[config.mk]
export PLATFORM = sky130hd
export DESIGN_NAME = imem_loader_flat
export DESIGN_NICKNAME = d
export VERILOG_FILES = /design/src/rtl/mips_lite_pkg.sv /design/src/rtl/imem_loader_if.sv /design/src/rtl/xor_accum.sv /design/src/rtl/imem_loader.sv /design/src/flat_wrapper.sv
export SDC_FILE = /design/constraint.sdc
export NUM_CORES = 1
export LEC_CHECK = 0
export CORE_ASPECT_RATIO = 0.6
export CORE_UTILIZATION = 29
export CTS_CLUSTER_SIZE = 8
export DETAILED_ROUTE_END_ITERATION = 7
export PLACE_DENSITY = 0.47
export SKIP_LAST_GASP = 1
export SLEW_MARGIN = 0
export SYNTH_ARGS = -nofsm -noshare
export SYNTH_HDL_FRONTEND = slang
export SYNTH_SLANG_ARGS = --single-unit
[constraint.sdc]
create_clock -name clk -period 2.5 [get_ports clk]
set_input_delay 0.25 -clock clk [delete_from_list [all_inputs] [get_ports clk]]
set_output_delay 0.25 -clock clk [all_outputs]
set_load 0.02 [all_outputs]
[src/rtl/mips_lite_pkg.sv]
// Shared MIPS-lite definitions: memory geometry used by the core and the boot loader,
// plus the loader state encoding.
package mips_lite_pkg;

    localparam int IMEM_BYTES  = 32;
    localparam int IMEM_ADDR_W = 5;

    typedef enum logic [2:0] {
        ST_IDLE,
        ST_COUNT,
        ST_LOAD,
        ST_CHECK,
        ST_DONE,
        ST_ERROR
    } loader_state_t;

endpackage

[src/rtl/imem_loader_if.sv]
// Byte-stream input and instruction-memory write port of the boot loader.
// The master side is the stream source and memory; the slave side is the loader.
import mips_lite_pkg::*;

interface imem_loader_if #(
    parameter int ADDR_W = IMEM_ADDR_W
);
    logic              in_valid;
    logic [7:0]        in_data;
    logic              in_ready;
    logic              imem_we;
    logic [ADDR_W-1:0] imem_addr;
    logic [7:0]        imem_wdata;

    modport master (
        output in_valid, in_data,
        input  in_ready, imem_we, imem_addr, imem_wdata
    );

    modport slave (
        input  in_valid, in_data,
        output in_ready, imem_we, imem_addr, imem_wdata
    );
endinterface

[src/rtl/xor_accum.sv]
// 8-bit running-XOR register; clear wins over enable.
import mips_lite_pkg::*;

module xor_accum (
    input  logic       clk,
    input  logic       rst_n,
    input  logic       clr,
    input  logic       en,
    input  logic [7:0] din,
    output logic [7:0] acc
);

    logic [7:0] acc_q;
    logic [7:0] acc_d;

    always_comb begin
        acc_d = acc_q;
        if (clr) begin
            acc_d = 8'h00;
        end else if (en) begin
            acc_d = acc_q ^ din;
        end
    end

    always_ff @(posedge clk or negedge rst_n) begin
        if (!rst_n) begin
            acc_q <= 8'h00;
        end else begin
            acc_q <= acc_d;
        end
    end

    assign acc = acc_q;

endmodule

[src/rtl/imem_loader.sv]
// Boot-time loader: receives a counted, XOR-checked byte frame, writes it big-endian
// into the byte-wide instruction memory and releases the core once the checksum matches.
import mips_lite_pkg::*;

module imem_loader #(
    parameter int MEM_BYTES = IMEM_BYTES,
    parameter int ADDR_W    = IMEM_ADDR_W
) (
    input  logic                clk,
    input  logic                rst_n,
    input  logic                start,
    imem_loader_if.slave        bus,
    output logic                cpu_run,
    output logic                load_err,
    output logic [3:0]          words_loaded
);

    localparam int         CNT_W     = ADDR_W + 1;
    localparam int         N_W       = ADDR_W - 1;
    localparam logic [7:0] MAX_WORDS = 8'(MEM_BYTES / 4);

    loader_state_t     state_q, state_d;
    logic [CNT_W-1:0]  cnt_q, cnt_d;
    logic [N_W-1:0]    n_q, n_d;
    logic              in_ready_q, in_ready_d;
    logic              we_q, we_d;
    logic [ADDR_W-1:0] addr_q, addr_d;
    logic [7:0]        wdata_q, wdata_d;
    logic              run_q, run_d;
    logic              err_q, err_d;
    logic [3:0]        words_q, words_d;

    logic              xfer;
    logic              xor_clr;
    logic              xor_en;
    logic [7:0]        xor_val;
    logic [CNT_W-1:0]  cnt_inc;
    logic [CNT_W-1:0]  frame_bytes;

    assign xfer        = bus.in_valid && in_ready_q;
    assign cnt_inc     = cnt_q + CNT_W'(1);
    assign frame_bytes = {n_q, 2'b00};

    xor_accum u_xor (
        .clk   (clk),
        .rst_n (rst_n),
        .clr   (xor_clr),
        .en    (xor_en),
        .din   (bus.in_data),
        .acc   (xor_val)
    );

    always_comb begin
        state_d = state_q;
        cnt_d   = cnt_q;
        n_d     = n_q;
        words_d = words_q;
        we_d    = 1'b0;
        addr_d  = addr_q;
        wdata_d = wdata_q;
        xor_clr = 1'b0;
        xor_en  = 1'b0;

        case (state_q)
            ST_IDLE: begin
                if (start) state_d = ST_COUNT;
            end
            ST_COUNT: begin
                if (xfer) begin
                    if (bus.in_data == 8'h00 || bus.in_data > MAX_WORDS) begin
                        state_d = ST_ERROR;
                    end else begin
                        n_d     = bus.in_data[N_W-1:0];
                        cnt_d   = '0;
                        xor_clr = 1'b1;
                        state_d = ST_LOAD;
                    end
                end
            end
            ST_LOAD: begin
                if (xfer) begin
                    we_d    = 1'b1;
                    addr_d  = cnt_q[ADDR_W-1:0];
                    wdata_d = bus.in_data;
                    xor_en  = 1'b1;
                    cnt_d   = cnt_inc;
                    if (cnt_inc == frame_bytes) state_d = ST_CHECK;
                end
            end
            ST_CHECK: begin
                if (xfer) begin
                    if (bus.in_data == xor_val) begin
                        words_d = 4'(n_q);
                        state_d = ST_DONE;
                    end else begin
                        state_d = ST_ERROR;
                    end
                end
            end
            ST_DONE, ST_ERROR: begin
                if (start) state_d = ST_COUNT;
            end
            default: state_d = ST_IDLE;
        endcase

        // Status outputs are decoded from the next state so they register alongside it.
        in_ready_d = (state_d == ST_COUNT) || (state_d == ST_LOAD) || (state_d == ST_CHECK);
        run_d      = (state_d == ST_DONE);
        err_d      = (state_d == ST_ERROR);
    end

    always_ff @(posedge clk or negedge rst_n) begin
        if (!rst_n) begin
            state_q    <= ST_IDLE;
            cnt_q      <= '0;
            n_q        <= '0;
            in_ready_q <= 1'b0;
            we_q       <= 1'b0;
            addr_q     <= '0;
            wdata_q    <= 8'h00;
            run_q      <= 1'b0;
            err_q      <= 1'b0;
            words_q    <= 4'h0;
        end else begin
            state_q    <= state_d;
            cnt_q      <= cnt_d;
            n_q        <= n_d;
            in_ready_q <= in_ready_d;
            we_q       <= we_d;
            addr_q     <= addr_d;
            wdata_q    <= wdata_d;
            run_q      <= run_d;
            err_q      <= err_d;
            words_q    <= words_d;
        end
    end

    assign bus.in_ready   = in_ready_q;
    assign bus.imem_we    = we_q;
    assign bus.imem_addr  = addr_q;
    assign bus.imem_wdata = wdata_q;
    assign cpu_run        = run_q;
    assign load_err       = err_q;
    assign words_loaded   = words_q;

endmodule
[src/flat_wrapper.sv]
// flat-port wrapper written by rule: the top's interface ports become plain ports
module imem_loader_flat 
#(
    parameter int MEM_BYTES = IMEM_BYTES,
    parameter int ADDR_W    = IMEM_ADDR_W
)
  (clk, rst_n, start, cpu_run, load_err, words_loaded, bus_in_valid, bus_in_data, bus_in_ready, bus_imem_we, bus_imem_addr, bus_imem_wdata);
  imem_loader_if #(.ADDR_W(ADDR_W)) bus_i ();
  input  logic clk;
  input  logic rst_n;
  input  logic start;
  output logic cpu_run;
  output logic load_err;
  output logic [3:0] words_loaded;
  input wire logic [$bits(bus_i.in_valid)-1:0] bus_in_valid;
  input wire logic [$bits(bus_i.in_data)-1:0] bus_in_data;
  output wire logic [$bits(bus_i.in_ready)-1:0] bus_in_ready;
  output wire logic [$bits(bus_i.imem_we)-1:0] bus_imem_we;
  output wire logic [$bits(bus_i.imem_addr)-1:0] bus_imem_addr;
  output wire logic [$bits(bus_i.imem_wdata)-1:0] bus_imem_wdata;
  assign bus_i.in_valid = bus_in_valid;
  assign bus_i.in_data = bus_in_data;
  assign bus_in_ready = bus_i.in_ready;
  assign bus_imem_we = bus_i.imem_we;
  assign bus_imem_addr = bus_i.imem_addr;
  assign bus_imem_wdata = bus_i.imem_wdata;
  imem_loader #(.MEM_BYTES(MEM_BYTES), .ADDR_W(ADDR_W)) u_core (.clk(clk), .rst_n(rst_n), .start(start), .bus(bus_i), .cpu_run(cpu_run), .load_err(load_err), .words_loaded(words_loaded));
endmodule
==> results.cfg <==
[power]
power_leakage_uw = 0.00117
comb_power_share_pct = 15.3
pwr_density_cell_nw_per_um2 = 598
p_seq_share_pct = 54.1
internal_power_uw = 1070
p_sw_share_pct = 26.9
clkPwrFrac_pct = 30.7
ir_drop_mv = 0.298
power_uw = 1460
switchingPower_uw = 392

[sta]
finalCriticalPeriod_ns = 2.03
slew_headroom_pct = 36.7
setup-tns-final_ns = 0
holdWs_ns = 0.0996
finalSetupViolCount = 0
worst_slew_pin_slew_ns = 0.950
rsz0062_at_grt = no
max_freq_ghz = 0.493
timing.final.crit_share_pct = 81.2
drv_slew = 0
finalHoldViolCount = 0
setup_slack_ns = 0.471
fin_skew_ns = 0.00296

[synthesis]
ys_seq_elements = 42
synthesis.nets = 188
synth_area_um2 = 1920
syn_inst = 175
yosysSeqAreaShare_pct = 54.7
syn-mean-instance-area_um2 = 11.0
synth_warnings = 0
synth_cell_types = 36

[cells_and_area]
num_antenna_cells = 0
area.growth.synth_to_final_pct = 27.1
final.fill_count = 607
nets = 226
final_layout_size_suffix_gt1_share_pct = 13.6

[global_route]
grt_pass1_vias = 1371
grt_pass1_wl_um = 7270
use_met3_pct = 4.12
grt_util_met1_pct = 21.4
use_met2_pct = 18.3
grt_max_degree = 43
overflow = 0
busiest_layer = met1
antenna_found_initial = 0
grt_use_total_pct = 14.0

[worst_setup_path]
cp-start-kind = input pin
end_kind = flip-flop
reg2reg_depth = 5
regToRegEndpoint = u_core.words_loaded[0]$_DFFE_PN0P_
r2r_setup_slack_ns = 0.62
crit_required_ns = 2.68
arrival_ns = 2.21
critPathMaxFanout = 5
timing.rr.start = u_core.u_xor.acc[3]$_DFFE_PN0P_
critPathKind = in2reg

[die]
core_um2 = 6250
dieArea_um2 = 6960
die_w_um = 107
start_util_pct = 30.7
io_pins = 33
num_rows = 22
die_h_um = 65.0

[route]
drtAntennaViolNets = 0
via_per_inst = 4.40
drtPass1Iterations = 4
vias = 1312
drt_iter0_drc = 32
wl_per_cell_um = 14.2
routed_wl_um = 4240
route.detailed.drc = 0

[placement]
gp_congestion = 0.758
portBuffers = 32
place_hpwl_um = 2980
post-place-ws_ns = 0.174

[clock_tree]
cts-root-buf = clkbuf_8
clock-sinks = 42
ctsLongestPathBuffers = 2
worstSkewPairLatency_ns = 0.29
post-cts-setup-buffers = 0
postCtsHoldBufs = 0
cts_tree = yes
htreeDepth = 2
cts-resized-gates = 0
cts_inserted_buffers = 5
clk_pin_slew_ns = 0.08

[hold_path]
min_path_type = in2async

[status]
run_status = finished, final reports clean

[flow_run]
max_cap_violations = 0
-- critical path, stage by stage --
cell,delay [ns]
clkdlybuf4s50_1,0.53
xor2_1,0.22
or4_4,0.54
nor4_4,0.22
nand2b_4,0.13
mux2_4,0.31
-- flip-flops by register name (all words and copies together), names as in the netlist --
register               count
u_core.u_xor.acc           8
u_core.words_loaded        4
u_core.cpu_run             1
u_core.n_q                 4
u_core.cnt_q               6
u_core.bus.imem_we         1
u_core.state_q             3
u_core.load_err            1
u_core.bus.in_ready        1
u_core.bus.imem_wdata      8
u_core.bus.imem_addr       5
-- layer usage --
| layer | share of wire, % | vias up |
|---|---|---|
| li1 | - | 656 |
| met1 | 57 | 626 |
| met2 | 38 | 25 |
| met3 | 4.6 | 5 |
| met4 | 0.73 | 0 |
| met5 | 0 | - |
-- layout by cell type (no fill, tap or decap), types with 2 or more instances in the layout --
master and n:
clkbuf_8 6, dfrtp_1 42, clkdlybuf4s50_1 31, nor4_4 2
buf_4 4, nand3_1 5, and3_1 2, nand2_1 47
mux2_4 4, nor2_1 14, xor2_1 17, nor3_1 2
xnor2_1 5, o22ai_1 3, mux2_2 6
-- worst max path at each step --
| stage | startpoint | end | slack [ns] | depth (start not counted) |
|---|---|---|---|---|
| 2_1_floorplan | u_core.bus.in_ready$_DFF_PN0_ | u_core.words_loaded[0]$_DFFE_PN0P_ | 0.66 | 5 |
| 4_1_cts | bus_in_data[3] | u_core.words_loaded[2]$_DFFE_PN0P_ | 0.48 | 6 |
| 6_report | bus_in_data[3] | u_core.words_loaded[0]$_DFFE_PN0P_ | 0.47 | 6 |
| 5_1_grt | bus_in_data[1] | u_core.cnt_q[0]$_DFFE_PN0P_ | 0.35 | 6 |
| 3_3_place_gp | bus_in_data[5] | u_core.n_q[1]$_DFFE_PN0P_ | 0.18 | 5 |
| 3_5_place_dp | bus_in_data[3] | u_core.words_loaded[0]$_DFFE_PN0P_ | 0.17 | 6 |
-- synth_stat cells, drive strengths merged --
cell,count,area share [%]
nand3,6,1.8
nand2,47,9.2
buf,4,0.91
nor3,2,0.52
nand3b,1,0.39
dfrtp,42,55
or4,2,0.98
mux2,10,6.6
a21oi,1,0.26
ha,1,0.65
a32o,1,0.52
a21boi,1,0.39
nor2,14,2.7
xor3,1,1.2
and2,1,0.33
o32a,1,0.59
nand2b,1,0.72
o31ai,2,1.0
o21bai,1,0.39
nor4,3,2.5
xor2,17,7.8
clkbuf,1,0.20
clkinv,1,0.20
nand4bb,1,0.59
inv,1,0.20
and3,2,0.65
nand4,1,0.33
o21ai,1,0.26
xnor2,5,2.3
o22ai,3,0.98
-- metrics by stage --
stage	instances	area, um^2	util, %
floorplan	175	1920	-
global placement	290	2350	37.6
detailed placement	290	2350	37.6
CTS	298	2440	39.1
global route	298	2440	39.1
finish	298	2440	39.1
-- power by group through the flow --
| stage | Combinational, uW | Clock, uW | Sequential, uW |
|---|---|---|---|
| global placement | 222 | 0 | 801 |
| finish | 223 | 448 | 789 |
| floorplan | 107 | 0 | 811 |
| CTS | 225 | 473 | 790 |
| detailed placement | 223 | 0 | 802 |
| global route | 242 | 507 | 799 |
-- logic make-up after synthesis --
logic type | count (synthesis) | synth area share [%]
flip-flops | 42 | 54.7
multiplexers | 10 | 6.64
XOR/XNOR | 23 | 11.3
buffers and inverters | 7 | 1.50
AO/OA/AOI/OAI | 11 | 4.43
AND/OR/NAND/NOR | 81 | 20.8
adder cells (fa/ha/maj) | 1 | 0.651
-- cell type report --
cell class,count,area (um^2),share of cell area (%)
Clock buffer,7,86.3,3.54
Clock inverter,1,5.00,0.205
Inverter,2,7.51,0.308
Multi-Input combinational cell,126,841,34.4
Sequential cell,42,1050,43.1
Tap cell,84,105,4.31
Timing Repair Buffer,36,345,14.1
Note: power is estimated with default switching activity, not from simulation.
